--- src/rtl/serial_adder.sv ---
// Bit-serial adder: captures A/B/CIN on START, adds one bit per clock LSB first,
// then publishes Q/Cout and pulses DONE for one cycle.
module serial_adder #(
  parameter int WIDTH = 8
) (
  input  logic             CLK,
  input  logic             RST,
  input  logic             START,
  input  logic [WIDTH-1:0] A,
  input  logic [WIDTH-1:0] B,
  input  logic             CIN,
  output logic             BUSY,
  output logic             DONE,
  output logic [WIDTH-1:0] Q,
  output logic             Cout
);

  localparam int CW = $clog2(WIDTH + 1);
  localparam logic [CW-1:0] LAST = CW'(WIDTH - 1);

  typedef enum logic [1:0] {IDLE, RUN, FIN} state_t;

  state_t           state_q, state_d;
  logic [WIDTH-1:0] a_q, a_d, b_q, b_d, res_q, res_d, q_q, q_d;
  logic             c_q, c_d, cout_q, cout_d;
  logic [CW-1:0]    cnt_q, cnt_d;

  logic             sum_bit, carry_bit, capture;
  logic [WIDTH-1:0] res_shift;

  assign sum_bit   = a_q[0] ^ b_q[0] ^ c_q;
  assign carry_bit = (a_q[0] & b_q[0]) | (c_q & (a_q[0] ^ b_q[0]));

  // Sum bits enter from the MSB side so the LSB lands in bit 0 after WIDTH shifts.
  generate
    if (WIDTH == 1) begin : g_res_w1
      assign res_shift = sum_bit;
    end else begin : g_res_wn
      assign res_shift = {sum_bit, res_q[WIDTH-1:1]};
    end
  endgenerate

  always_comb begin
    state_d = state_q;
    a_d     = a_q;
    b_d     = b_q;
    c_d     = c_q;
    res_d   = res_q;
    cnt_d   = cnt_q;
    q_d     = q_q;
    cout_d  = cout_q;
    capture = 1'b0;

    case (state_q)
      IDLE: begin
        if (START) capture = 1'b1;
      end
      RUN: begin
        a_d   = a_q >> 1;
        b_d   = b_q >> 1;
        c_d   = carry_bit;
        res_d = res_shift;
        cnt_d = cnt_q + CW'(1);
        if (cnt_q == LAST) begin
          q_d     = res_shift;
          cout_d  = carry_bit;
          state_d = FIN;
        end
      end
      FIN: begin
        if (START) capture = 1'b1;
        else       state_d = IDLE;
      end
      default: state_d = IDLE;
    endcase

    if (capture) begin
      a_d     = A;
      b_d     = B;
      c_d     = CIN;
      res_d   = '0;
      cnt_d   = '0;
      state_d = RUN;
    end
  end

  always_ff @(posedge CLK) begin
    if (RST) begin
      state_q <= IDLE;
      a_q     <= '0;
      b_q     <= '0;
      c_q     <= 1'b0;
      res_q   <= '0;
      cnt_q   <= '0;
      q_q     <= '0;
      cout_q  <= 1'b0;
    end else begin
      state_q <= state_d;
      a_q     <= a_d;
      b_q     <= b_d;
      c_q     <= c_d;
      res_q   <= res_d;
      cnt_q   <= cnt_d;
      q_q     <= q_d;
      cout_q  <= cout_d;
    end
  end

  assign BUSY = (state_q == RUN);
  assign DONE = (state_q == FIN);
  assign Q    = q_q;
  assign Cout = cout_q;

endmodule
--- config.mk ---
export PLATFORM = sky130hd
export DESIGN_NAME = serial_adder
export DESIGN_NICKNAME = d
export VERILOG_FILES = /design/src/rtl/serial_adder.sv
export SDC_FILE = /design/constraint.sdc
export NUM_CORES = 1
export LEC_CHECK = 0
export CORE_UTILIZATION = 50
export CTS_CLUSTER_DIAMETER = 200
export DETAILED_ROUTE_END_ITERATION = 12
export PLACE_DENSITY = 0.77
export SLEW_MARGIN = 20
export SYNTH_ARGS = -nofsm -noshare
export SYNTH_HDL_FRONTEND = slang
export SYNTH_SLANG_ARGS = --single-unit
--- constraint.sdc ---
create_clock -name CLK -period 1.95 [get_ports CLK]
set_input_delay 0.4875 -clock CLK [delete_from_list [all_inputs] [get_ports CLK]]
set_output_delay 0.4875 -clock CLK [all_outputs]
set_load 0.03 [all_outputs]
==> metrics.md <==
| Metric | Value |
|---|---|
| Initial antenna violation count | `0` |
| Crit-path cells | `clkdlybuf4s50_1` |
| Sequential share of power | `about 50%` |
| Vias per cell | `around 5.3` |
| CP Depth | `1` |
| Slew @ Worst Pin | `slightly above 0.3 ns` |
| Adder-cell share of the synthesized area | `2.03%` |
| Post-Syn Area | `0.00160 mm²` |
| Clock skew | `0.00642 ns` |
| Type of the worst setup path | `flip-flop to output port` |
| Yosys warning total | `0` |
| Wire per inst | `around 12 µm` |
| Post-DP HPWL | `roughly 2.2 mm` |
| CTS buffer count | `5` |
| Largest family of logic cells by synthesized area | `simple AND/OR/NAND/NOR gates` |
| Hold Slack | `about 0.47 ns` |
| Final hold vios | `0` |
| First-pass DRT Iterations | `4` |
| Kind of cell adding the most delay to the critical path | `buffers and inverters` |
| Post-synthesis mux area share | `about 5.6%` |
| HP Class | `flip-flop to flip-flop` |
| Post-Route WL | `between 3 and 4 mm` |
| Core area | `approximately 0.0031 mm²` |
| Combinational power share | `between 10% and 20%` |
| Clock transition at path regs | `0.12 ns` |
| Largest net degree at the start of global routing | `26` |
| GPL Wtd Cong | `between 0.7 and 0.8` |
| Register area share after synthesis | `roughly half` |
| Total GRT Usage | `around a fifth` |
| Worst setup EP type | `output port` |
| I/O pin total | `31` |
| Max VDD drop | `just under 500 µV` |
| Die area | `0.00343 mm²` |
| #FFs+latches synth | `39` |
| Antenna Cells | `0` |
| Max_slew headroom | `between 70% and 80%` |
| Cell leakage power | `approximately 0.7 nW` |
| CP Launch Type | `flip-flop` |
| Share of layout cells above drive strength 1 | `8.70%` |
| Avg Cell Area, Syn | `9.03 µm²` |
| Slowest-stage cell, CP | `clkdlybuf4s50_1` |
| Cts hold-fix bufs | `0` |
| CTS tree | `built` |
| Crit-path max FO | `2` |
| TNS Setup | `0 ns` |
| Die width | `58.6 µm` |
| Clock Latency Late Sink | `about 0.35 ns` |
| Fill count | `between 200 and 300` |
| Xor/xnor cell area share of the yosys netlist | `under 10%` |
| Worst r2r path cells | `4` |
| Final period util | `between 90% and 100%` |
| Die H | `about 59 µm` |
| Clk buf depth | `2` |
| Min-Delay Path Depth | `2` |
| GRT overflow | `0` |
| Final Non-Filler Cells | `251` |
| Switch Pwr | `between 300 and 400 µW` |
| DRT antenna net count | `0` |
| Row cnt | `20` |
| Crit path largest cell delay | `slightly below 0.7 ns` |
| Yosys cell types | `25` |
| Area growth syn-to-layout | `24.3%` |
| Initial core utilization | `52.4%` |
| Crit path DAT | `between 1 and 1.5 ns` |
| I/O Buffers | `30` |
| Min Tclk post-route | `1.87 ns` |
| Unrepaired setup endpoints after global routing | `no` |
| Int Pwr | `1.30 mW` |
| Clk root buf | `clkbuf_4` |
| Net Sw Frac | `between 20% and 30%` |
| Number of global-route vias before repair | `around 1.3k` |
| Clock share of power | `between 30 and 40%` |
| Post-synthesis compound-gate area fraction | `~16%` |
| Final setup vio count | `0` |
| DR vias | `roughly 1.3k` |
| Critical path buffers and inverters | `1` |
| DR iter-0 viols | `55` |
| Placed insts | `243` |
| TritonCTS sink count | `39` |
| Post-Synth Simple-Gate Area | `between 10% and 20%` |
| Outcome | `finished clean` |
| # DRC | `0` |
| Clock H-tree levels | `2` |
| Max Clock Freq | `about 0.54 GHz` |
| Data required time of the critical path | `about 1.5 ns` |
| Number of max-cap violations | `0` |
| Syn Inst Count | `177` |
| Syn_nets | `around 200` |
| Pwr dens | `around 850 mW/mm²` |
| First-pass GRT wire length | `between 5 and 6 mm` |
| Fin. max-slew vios | `0` |
| Fin nets | `between 200 and 250` |
## path summary, 6_finish.rpt
check | to | from | slack [ns]
max | Q[1] | Q[1] | 0.08
min | Cout | Cout | 0.47
max reg2reg | Q[3] | state_q[1] | 0.57
min reg2reg | Cout | Cout | 0.47
## per-layer routing
layer | GRT usage, % | up-vias | share of wire [%]
li1 | - | 667 | -
met5 | 0 | - | 0
met2 | 39.1 | 39 | 51
met1 | 21.6 | 614 | 43
met3 | 6.59 | 5 | 4.9
met4 | 9.52 | 0 | 1.7
## logic make-up (layout without fill, tap and decap cells)
group                    count (synthesis)  count (layout)
AND/OR/NAND/NOR                         67              67
AO/OA/AOI/OAI                           43              43
flip-flops                              39              39
buffers and inverters                   15              45
multiplexers                             9               9
adder cells (fa/ha/maj)                  2               2
XOR/XNOR                                 2               2
## area by class of cell
cell class	count	area [µm²]	share of cell area [%]
sequential	39	781	39.3
multi-input combinational	123	709	35.7
timing repair buffer	35	334	16.8
clock inverter	2	60.1	3.02
tap	44	55.1	2.77
clock buffer	6	41.3	2.08
inverter	2	7.51	0.378
## flip-flops by register name, summed over array words and instances, names as in the netlist
register and flops:
Cout 1, Q 8, a_q 8, b_q 8, c_q 1, cnt_q 4
res_q 7, state_q 2
## stage by stage
step | utilization, % | instance area (µm²) | setup slack [ns] | power, mW
2_1_floorplan | - | 1600 | 0.679 | 0.985
3_3_place_gp | 61.8 | 1890 | 0.289 | 1.03
3_5_place_dp | 61.8 | 1890 | 0.247 | 1.04
4_1_cts | 65.1 | 1990 | 0.0564 | 1.70
5_1_grt | 65.1 | 1990 | 0.00794 | 1.76
6_report | 65.1 | 1990 | 0.0829 | 1.68
## power groups by stage
| stage | Sequential (mW) | Clock (mW) | Combinational (mW) |
|---|---|---|---|
| finish | 0.844 | 0.661 | 0.176 |
| global route | 0.848 | 0.714 | 0.196 |
| CTS | 0.844 | 0.680 | 0.177 |
| detailed placement | 0.862 | 0 | 0.177 |
| global placement | 0.860 | 0 | 0.171 |
| floorplan | 0.857 | 0 | 0.128 |
## cell usage after synthesis
| library cell | number | area (µm²) |
|---|---|---|
| xnor2_1 | 1 | 8.76 |
| nor2_1 | 3 | 11.3 |
| mux2i_1 | 9 | 90.1 |
| a22oi_1 | 15 | 113 |
| fa_1 | 1 | 20.0 |
| clkbuf_1 | 1 | 3.75 |
| o21ai_0 | 1 | 5.00 |
| ha_1 | 1 | 12.5 |
| xor2_1 | 1 | 8.76 |
| nand2b_2 | 1 | 8.76 |
| nand2_1 | 36 | 135 |
| a21oi_1 | 27 | 135 |
| buf_6 | 4 | 45.0 |
| nand2_2 | 1 | 6.26 |
| inv_2 | 2 | 7.51 |
| nand3b_1 | 2 | 15.0 |
| nor2_8 | 1 | 20.0 |
| nand2b_1 | 1 | 6.26 |
| dfxtp_1 | 39 | 781 |
| or3_1 | 1 | 6.26 |
| buf_4 | 5 | 37.5 |
| nand3_1 | 18 | 90.1 |
| buf_2 | 3 | 15.0 |
| nor2b_1 | 2 | 12.5 |
| nor3_1 | 1 | 5.00 |
## timing repair
item,4_1_cts,5_1_grt
setup endpoints to repair,1,0
hold endpoints to repair,0,0
setup buffers,0,0
gates resized for setup,1,0
## cells in the final DEF (no fill, tap or decap), types with 2 or more instances in the layout
cell type	count
a21oi_1	27
a22oi_1	15
buf_4	6
bufinv_16	2
clkbuf_4	5
clkdlybuf4s50_1	28
dfxtp_1	39
inv_2	2
mux2i_1	9
nand2_1	36
nand3_1	18
nand3b_1	2
nor2_1	3
nor2b_1	2
No activity file was read; power rests on OpenSTA's default activity.
